==> config.mk <==
export PLATFORM = sky130hd
export DESIGN_NAME = prog_fetch_arbiter
export DESIGN_NICKNAME = d
export VERILOG_FILES = /design/src/rtl/prog_fetch_arbiter.sv
export SDC_FILE = /design/constraint.sdc
export NUM_CORES = 1
export LEC_CHECK = 0
export ABC_AREA = 1
export CAP_MARGIN = 20
export CORE_MARGIN = 2
export CORE_UTILIZATION = 39
export CTS_CLUSTER_SIZE = 20
export DETAILED_ROUTE_END_ITERATION = 10
export PLACE_DENSITY = 0.79
export SLEW_MARGIN = 20
export SYNTH_ARGS = -nofsm -noshare
export SYNTH_HDL_FRONTEND = slang
export SYNTH_SLANG_ARGS = --single-unit
==> constraint.sdc <==
create_clock -name clk -period 1.4 [get_ports clk]
set_input_delay 0.35 -clock clk [delete_from_list [all_inputs] [get_ports clk]]
set_output_delay 0.35 -clock clk [all_outputs]
set_load 0.01 [all_outputs]
==> src/rtl/prog_fetch_arbiter.sv <==
// -----------------------------------------------------------------------------
// prog_fetch_arbiter
//
// Shares the single-port synchronous program store between the CPU fetch path
// and a host/debug read port. The CPU normally wins. A bounded-wait counter
// forces a host grant after HOST_MAX_WAIT consecutive denied host cycles, so
// the host always makes progress. The block drives the store address and
// returns the registered read word to whichever port was granted the cycle
// before.
//
// Parameters
//   ADDR_W         program store address width
//   DATA_W         program word width
//   HOST_MAX_WAIT  consecutive denied host cycles before the host is forced
//                  to win (legal range 1..15)
//
// Ports
//   clk         system clock, rising edge
//   rst_n       asynchronous active-low reset
//   cpu_req     CPU fetch request, level, sampled every cycle
//   cpu_addr    CPU fetch address, valid with cpu_req
//   cpu_gnt     CPU address accepted this cycle (combinational)
//   cpu_valid   cpu_data holds the word for the previous cpu_gnt cycle
//   cpu_data    CPU read data; holds the last CPU word outside valid cycles
//   host_req    host read request, same semantics as cpu_req
//   host_addr   host read address
//   host_gnt    host address accepted this cycle (combinational)
//   host_valid  host_data holds the word for the previous host_gnt cycle
//   host_data   host read data; holds the last host word outside valid cycles
//   mem_addr    program store address (combinational)
//   mem_data    program store read data, registered one clock after mem_addr
// -----------------------------------------------------------------------------
module prog_fetch_arbiter #(
  parameter int ADDR_W        = 8,
  parameter int DATA_W        = 32,
  parameter int HOST_MAX_WAIT = 4
) (
  input  logic              clk,
  input  logic              rst_n,

  input  logic              cpu_req,
  input  logic [ADDR_W-1:0] cpu_addr,
  output logic              cpu_gnt,
  output logic              cpu_valid,
  output logic [DATA_W-1:0] cpu_data,

  input  logic              host_req,
  input  logic [ADDR_W-1:0] host_addr,
  output logic              host_gnt,
  output logic              host_valid,
  output logic [DATA_W-1:0] host_data,

  output logic [ADDR_W-1:0] mem_addr,
  input  logic [DATA_W-1:0] mem_data
);

  // Who was granted in the previous cycle, i.e. whose word is on mem_data now.
  typedef enum logic [1:0] {
    OWN_NONE = 2'd0,
    OWN_CPU  = 2'd1,
    OWN_HOST = 2'd2
  } owner_t;

  // The wait counter is 4 bits wide, which bounds HOST_MAX_WAIT to 15.
  localparam logic [3:0] MAX_WAIT = 4'(HOST_MAX_WAIT);

  owner_t            owner;
  logic [3:0]        host_wait;
  logic [ADDR_W-1:0] last_addr;
  logic [DATA_W-1:0] cpu_hold;
  logic [DATA_W-1:0] host_hold;
  logic              host_force;

  // ---------------------------------------------------------------------------
  // Grant and address selection
  // ---------------------------------------------------------------------------
  // A starved host beats the CPU; otherwise the CPU beats the host. With no
  // grant the previous address is replayed so the store output does not move,
  // which keeps mem_data equal to the last word read.
  always_comb begin
    // NOTE: every output of this block gets a value before any branch, so no
    // path can leave one unassigned and infer a latch.
    host_force = 1'b0;
    cpu_gnt    = 1'b0;
    host_gnt   = 1'b0;
    mem_addr   = last_addr;

    host_force = host_req && (host_wait == MAX_WAIT);

    if (host_force) begin
      host_gnt = 1'b1;
    end else if (cpu_req) begin
      cpu_gnt = 1'b1;
    end else if (host_req) begin
      host_gnt = 1'b1;
    end

    if (cpu_gnt) begin
      mem_addr = cpu_addr;
    end else if (host_gnt) begin
      mem_addr = host_addr;
    end
  end

  // ---------------------------------------------------------------------------
  // Owner, wait counter and address history
  // ---------------------------------------------------------------------------
  // Grants during reset are visible on the ports but are discarded here, so a
  // read granted just before or during reset never reports valid.
  always_ff @(posedge clk or negedge rst_n) begin
    if (!rst_n) begin
      owner     <= OWN_NONE;
      host_wait <= 4'd0;
      last_addr <= '0;
    end else begin
      // NOTE: state registers use non-blocking assignments so every flop
      // samples the pre-edge values, independent of statement order.
      last_addr <= mem_addr;

      if (cpu_gnt) begin
        owner <= OWN_CPU;
      end else if (host_gnt) begin
        owner <= OWN_HOST;
      end else begin
        owner <= OWN_NONE;
      end

      // Counts consecutive denied host cycles; any host grant or a dropped
      // request restarts the count. It saturates at the forcing threshold.
      if (!host_req || host_gnt) begin
        host_wait <= 4'd0;
      end else if (host_wait != MAX_WAIT) begin
        host_wait <= host_wait + 4'd1;
      end
    end
  end

  // ---------------------------------------------------------------------------
  // Per-port data hold registers
  // ---------------------------------------------------------------------------
  // Each port captures the store word at the end of its own valid cycle, so a
  // read by one port never disturbs the data presented to the other.
  always_ff @(posedge clk or negedge rst_n) begin
    if (!rst_n) begin
      cpu_hold  <= '0;
      host_hold <= '0;
    end else begin
      if (owner == OWN_CPU) begin
        cpu_hold <= mem_data;
      end
      if (owner == OWN_HOST) begin
        host_hold <= mem_data;
      end
    end
  end

  // ---------------------------------------------------------------------------
  // Read return
  // ---------------------------------------------------------------------------
  // In the valid cycle the store word is bypassed straight through, giving a
  // one-cycle read latency and one word per clock for back-to-back grants.
  assign cpu_valid  = (owner == OWN_CPU);
  assign host_valid = (owner == OWN_HOST);
  assign cpu_data   = cpu_valid  ? mem_data : cpu_hold;
  assign host_data  = host_valid ? mem_data : host_hold;

endmodule
==> flow_metrics.env, run 1 <==
export IMPL_numCtsBuffers=9
export IMPL_syn_mean_instance_area_um2=9.27
export IMPL_grt_total_usage=0.845
export IMPL_synthCells=336
export IMPL_fp_row_count=32
export IMPL_synth_top_area_frac=0.627
export IMPL_postGrtWorstEndpoint="cpu_gnt"
export IMPL_worst_ep_kind="output port"
export IMPL_start_util=0.403
export IMPL_tool_error="[ERROR GRT-0232] Routing congestion too high. Check the congestion heatmap in the GUI."
export IMPL_gp_congestion=0.752
export IMPL_gr_total_overflow=212
export IMPL_htreeDepth=3
export IMPL_syn_area_mm2=0.00312
export IMPL_ios=128
export IMPL_cts_sinks=78
export IMPL_cts_hold_buf=0
export IMPL_fp_dieW_um=93.4
export IMPL_yosys_top_cells_area="dfrtp_1 (63%), nand2_1 (11%), o21ai_0 (8.7%), inv_1 (6.4%), nand3_1 (2.7%)"
export IMPL_synth_seq_area_share=0.627
export IMPL_dpl_hpwl_mm=5.25
export IMPL_synth_nets=390
export IMPL_synth_largest_area_cell="dfrtp_1"
export IMPL_ys_types=18
export IMPL_flow_stopped_at="5_1_grt"
export IMPL_yosys_warnings=0
export IMPL_grt_max_degree=79
export IMPL_cts_max_path_buffers=2
export IMPL_dieHeight_um=93.4
export IMPL_io_buffers=127
export IMPL_outcome="aborted with a tool error"
export IMPL_antenna_found_initial=3
export IMPL_ys_seq_elements=78
export IMPL_clockRootBuffer="clkbuf_8"
-- cell usage after synthesis --
library cell,n
inv_2,4
nand2_1,90
o21ai_1,10
xnor2_1,1
dfrtp_1,78
nor3_1,3
buf_2,10
xor2_1,1
ha_1,2
nor2_2,2
nand2_8,1
nand2_2,4
clkbuf_1,3
nand3_1,17
buf_6,2
o21ai_0,54
nor3b_1,1
inv_1,53
-- per-layer routing --
layer	GRT overflow	track usage
met5	2	0.205
met4	74	0.925
met3	5	0.689
met2	130	1.02
met1	1	0.813
-- cell families after synthesis --
kind of cell             synth area share
AO/OA/AOI/OAI                       0.103
XOR/XNOR                          0.00562
adder cells (fa/ha/maj)           0.00803
AND/OR/NAND/NOR                     0.161
flip-flops                          0.627
buffers and inverters              0.0956
-- per-stage QoR --
stage / area [um2] / std cells / setup TNS (ns) / utilization / setup WS, ns
after CTS: 6630 / 677 / -43.00 / 0.857 / -0.662
after floorplan: 3140 / 336 / -2.53 / - / -0.108
after detailed placement: 4910 / 600 / -50.10 / 0.635 / -0.990
after global placement: 4910 / 600 / -48.67 / 0.635 / -0.970
-- timing repair --
action,4_1_cts
setup buffers,45
gates resized for setup,576
endpoints found under the setup margin,76
cloned,16
hold endpoints to repair,0
pin swaps,10
==> run 2: changes to the inputs <==
- CORE_UTILIZATION: 39 -> 40
- CTS_CLUSTER_SIZE: 20 -> unset
- PLACE_DENSITY: 0.79 -> unset
- PLACE_DENSITY_LB_ADDON: unset -> 0.15
- clock period: 1.4 -> 1.82 ns (I/O delays scaled with it)
==> run 2 against run 1 <==
Against the previous run:
- the flow now finishes, with violations (negative setup slack)
- area after synthesis is the same
- synthesized cell count is the same
==> flow_metrics.env, run 2 <==
export IMPL_outcome="complete, but fails checks"
export IMPL_violations="negative setup slack"
export IMPL_numCtsBuffers=9
export IMPL_fp_row_count=32
export IMPL_syn_area_mm2=0.00312
export IMPL_synth_largest_area_cell="dfrtp_1"
export IMPL_hp_class="in2async"
export IMPL_fmax_mhz=448
export IMPL_nets=630
export IMPL_htreeDepth=3
export IMPL_cp_max_fo=5
export IMPL_dpl_hpwl_mm=4.96
export IMPL_async_reset_ff_frac=1.00
export IMPL_ys_seq_elements=78
export IMPL_yosysMostFrequentCell="nand2_1"
export IMPL_fillCellCount=287
export IMPL_start_util=0.407
export IMPL_synthFlopType="dfrtp_1"
export IMPL_antenna_cells=0
export IMPL_area_delta_synth_final_pct=123
export IMPL_clockRootBuffer="clkbuf_8"
export IMPL_combPwrFrac=0.369
export IMPL_layout_drive_gt1_share=0.611
export IMPL_gp_congestion=0.723
export IMPL_yosys_top_cells_area="dfrtp_1 (63%), nand2_1 (11%), o21ai_0 (8.7%), inv_1 (6.4%), nand3_1 (2.7%)"
export IMPL_syn_mean_instance_area_um2=9.27
export IMPL_largestRegisters="cpu_hold (32), host_hold (32), last_addr (8)"
export IMPL_p_switching_mw=1.79
export IMPL_skew_ns=0.0177
export IMPL_intPower_mw=3.88
export IMPL_critical_path_class="reg2out"
export IMPL_final_area_mm2=0.00695
export IMPL_maxSlewHeadroom=0.796
export IMPL_grt_pass1_wl_mm=15.1
export IMPL_setup_tns_ns=-20.85
export IMPL_grt_max_degree=50
export IMPL_grt_pass1_vias=3187
export IMPL_rsz0062_at_grt="true"
export IMPL_p_total_mw=5.67
export IMPL_cpMaxStageDelayCell="dfrtp_1"
export IMPL_hold_violations=0
export IMPL_fin_crit_ns=2.23
export IMPL_power_share_sequential=0.374
export IMPL_fin_util=0.909
export IMPL_ys_types=18
export IMPL_wl_per_cell_um=19.1
export IMPL_setup_violations=78
export IMPL_reg2reg_from="host_wait[0]"
export IMPL_yosys_warnings=0
export IMPL_ios=128
export IMPL_cp_common_cell="nand2_2"
export IMPL_synthTopCellsByCount="nand2_1 (90), dfrtp_1 (78), o21ai_0 (54)"
export IMPL_period_share=1.23
export IMPL_io_buffers=127
export IMPL_tightest_slew_ns=0.306
export IMPL_synth_nets=390
export IMPL_dpl_cell_area_mm2=0.00479
export IMPL_antenna_found_initial=0
export IMPL_fp_dieW_um=92.3
export IMPL_clk_latency_ns=0.36
export IMPL_cap_viol_max_count=0
export IMPL_power_density_mw_per_mm2=816
export IMPL_synth_top_area_frac=0.627
export IMPL_swShare=0.316
export IMPL_setup_slack_ns=-0.412
export IMPL_synthCells=336
export IMPL_final_cell_mix="dfrtp_1 (78), buf_6 (71), buf_4 (58)"
export IMPL_gr_total_overflow=0
export IMPL_cts_max_path_buffers=2
export IMPL_synth_edff_count=0
export IMPL_cts_sinks=78
export IMPL_critPathCaptureType="primary output"
export IMPL_cpLargestDelayFamily="simple AND/OR/NAND/NOR gates"
export IMPL_arrival_ns=1.78
export IMPL_path_cells="inv_1 -> ha_2 -> nand2_2 -> inv_2 -> nand2_4 -> buf_16 -> nand3_1 -> nand3_2 -> nand2_2 -> buf_2"
export IMPL_leakage_nw=3.44
export IMPL_fp_coreArea_mm2=0.00765
export IMPL_detail_route_vias_per_cell=4.92
export IMPL_maxSlewViolCount=0
export IMPL_start_kind="flip-flop"
export IMPL_synth_seq_area_share=0.627
export IMPL_critPathLaunch="host_wait[0]"
export IMPL_dr_pass1_iters=4
export IMPL_final_common_cell="dfrtp_1"
export IMPL_drt_wl_total_mm=13.1
export IMPL_grt_total_usage=0.227
export IMPL_worst_path_buf_inv=4
export IMPL_vias=3362
export IMPL_ant_nets=0
export IMPL_worstPathRequired_ns=1.36
export IMPL_dieHeight_um=92.3
export IMPL_max_stage_delay_ns=0.39
export IMPL_clk_pin_slew_ns=0.09
export IMPL_ir_drop_v=0.000603
export IMPL_drt_iter0_drc=112
export IMPL_p_clk_frac=0.257
export IMPL_dieArea_mm2=0.00851
export IMPL_cts_tree="done"
export IMPL_route_detailed_drc=0
[run 2: power groups by stage]
stage	clock, mW	sequential, mW	combinational [mW]
after floorplan	0	2.04	0.449
after global placement	0	2.05	1.24
after detailed placement	0	2.06	1.25
after CTS	1.43	2.05	1.41
after global routing	1.53	2.14	2.20
final	1.46	2.12	2.09
[run 2: routing by layer]
metal / up-vias / GRT usage / part of all wire
li1: 1532 / - / -
met1: 1666 / 0.291 / 0.37
met2: 134 / 0.379 / 0.54
met3: 30 / 0.0608 / 0.050
met4: 0 / 0.0672 / 0.032
met5: - / 0 / 0
[run 2: repair_timing]
| item | CTS | global route |
|---|---|---|
| endpoints found under the hold margin | 6 | 0 |
| cloned | 8 | 14 |
| hold buffers | 1 | 0 |
| setup buffers | 32 | 33 |
| gates resized for setup | 490 | 198 |
| endpoints found under the setup margin | 76 | 78 |
| pin swaps | 14 | 17 |
[run 2: final cells by class]
| type | count | area (um2) | share of cell area |
|---|---|---|---|
| clock buffers | 10 | 128 | 0.0184 |
| flip-flops and latches | 78 | 1950 | 0.281 |
| repair buffers | 241 | 2570 | 0.371 |
| well taps | 102 | 128 | 0.0184 |
| repair inverters | 1 | 8.76 | 0.00126 |
| multi-input cells | 188 | 1830 | 0.264 |
| inverters | 57 | 238 | 0.0342 |
| clock inverters | 6 | 86.3 | 0.0124 |
[run 2: cells by family (layout without fill, tap and decap cells)]
group / after synthesis / count (layout) / synth area share
simple gates: 118 / 120 / 0.161
flops: 78 / 78 / 0.627
buf+inv: 72 / 315 / 0.0956
compound gates: 64 / 64 / 0.103
fa+ha+maj: 2 / 2 / 0.00803
xor+xnor: 2 / 2 / 0.00562
[run 2: final timing paths]
path                       cells past startpoint  slack (ns)           end
max                                           10       -0.41   mem_addr[2]
min                                            2        0.44  cpu_hold[18]
max reg2reg                                   17       -0.26  last_addr[6]
min reg2reg                                    2        0.48  cpu_hold[27]
max in group asynchronous                      3        0.84   cpu_hold[8]
min in group clk                               2        0.48  cpu_hold[27]
[run 2: stage by stage]
stage | hold slack [ns] | worst slack [ns] | std cells
final | 0.443 | -0.412 | 683
after global routing | 0.455 | -0.481 | 683
after CTS | 0.448 | -0.319 | 645
after detailed placement | 0.286 | -0.745 | 588
after global placement | 0.281 | -0.724 | 588
after floorplan | 0.159 | 0.179 | 336
(Power assumes the default switching activity.)
==> run 3: changes to the inputs <==
- CTS_CLUSTER_SIZE: unset -> 16
==> results of run 3 <==
No change in the layout: final DEF, timing and power equal those of run 2.
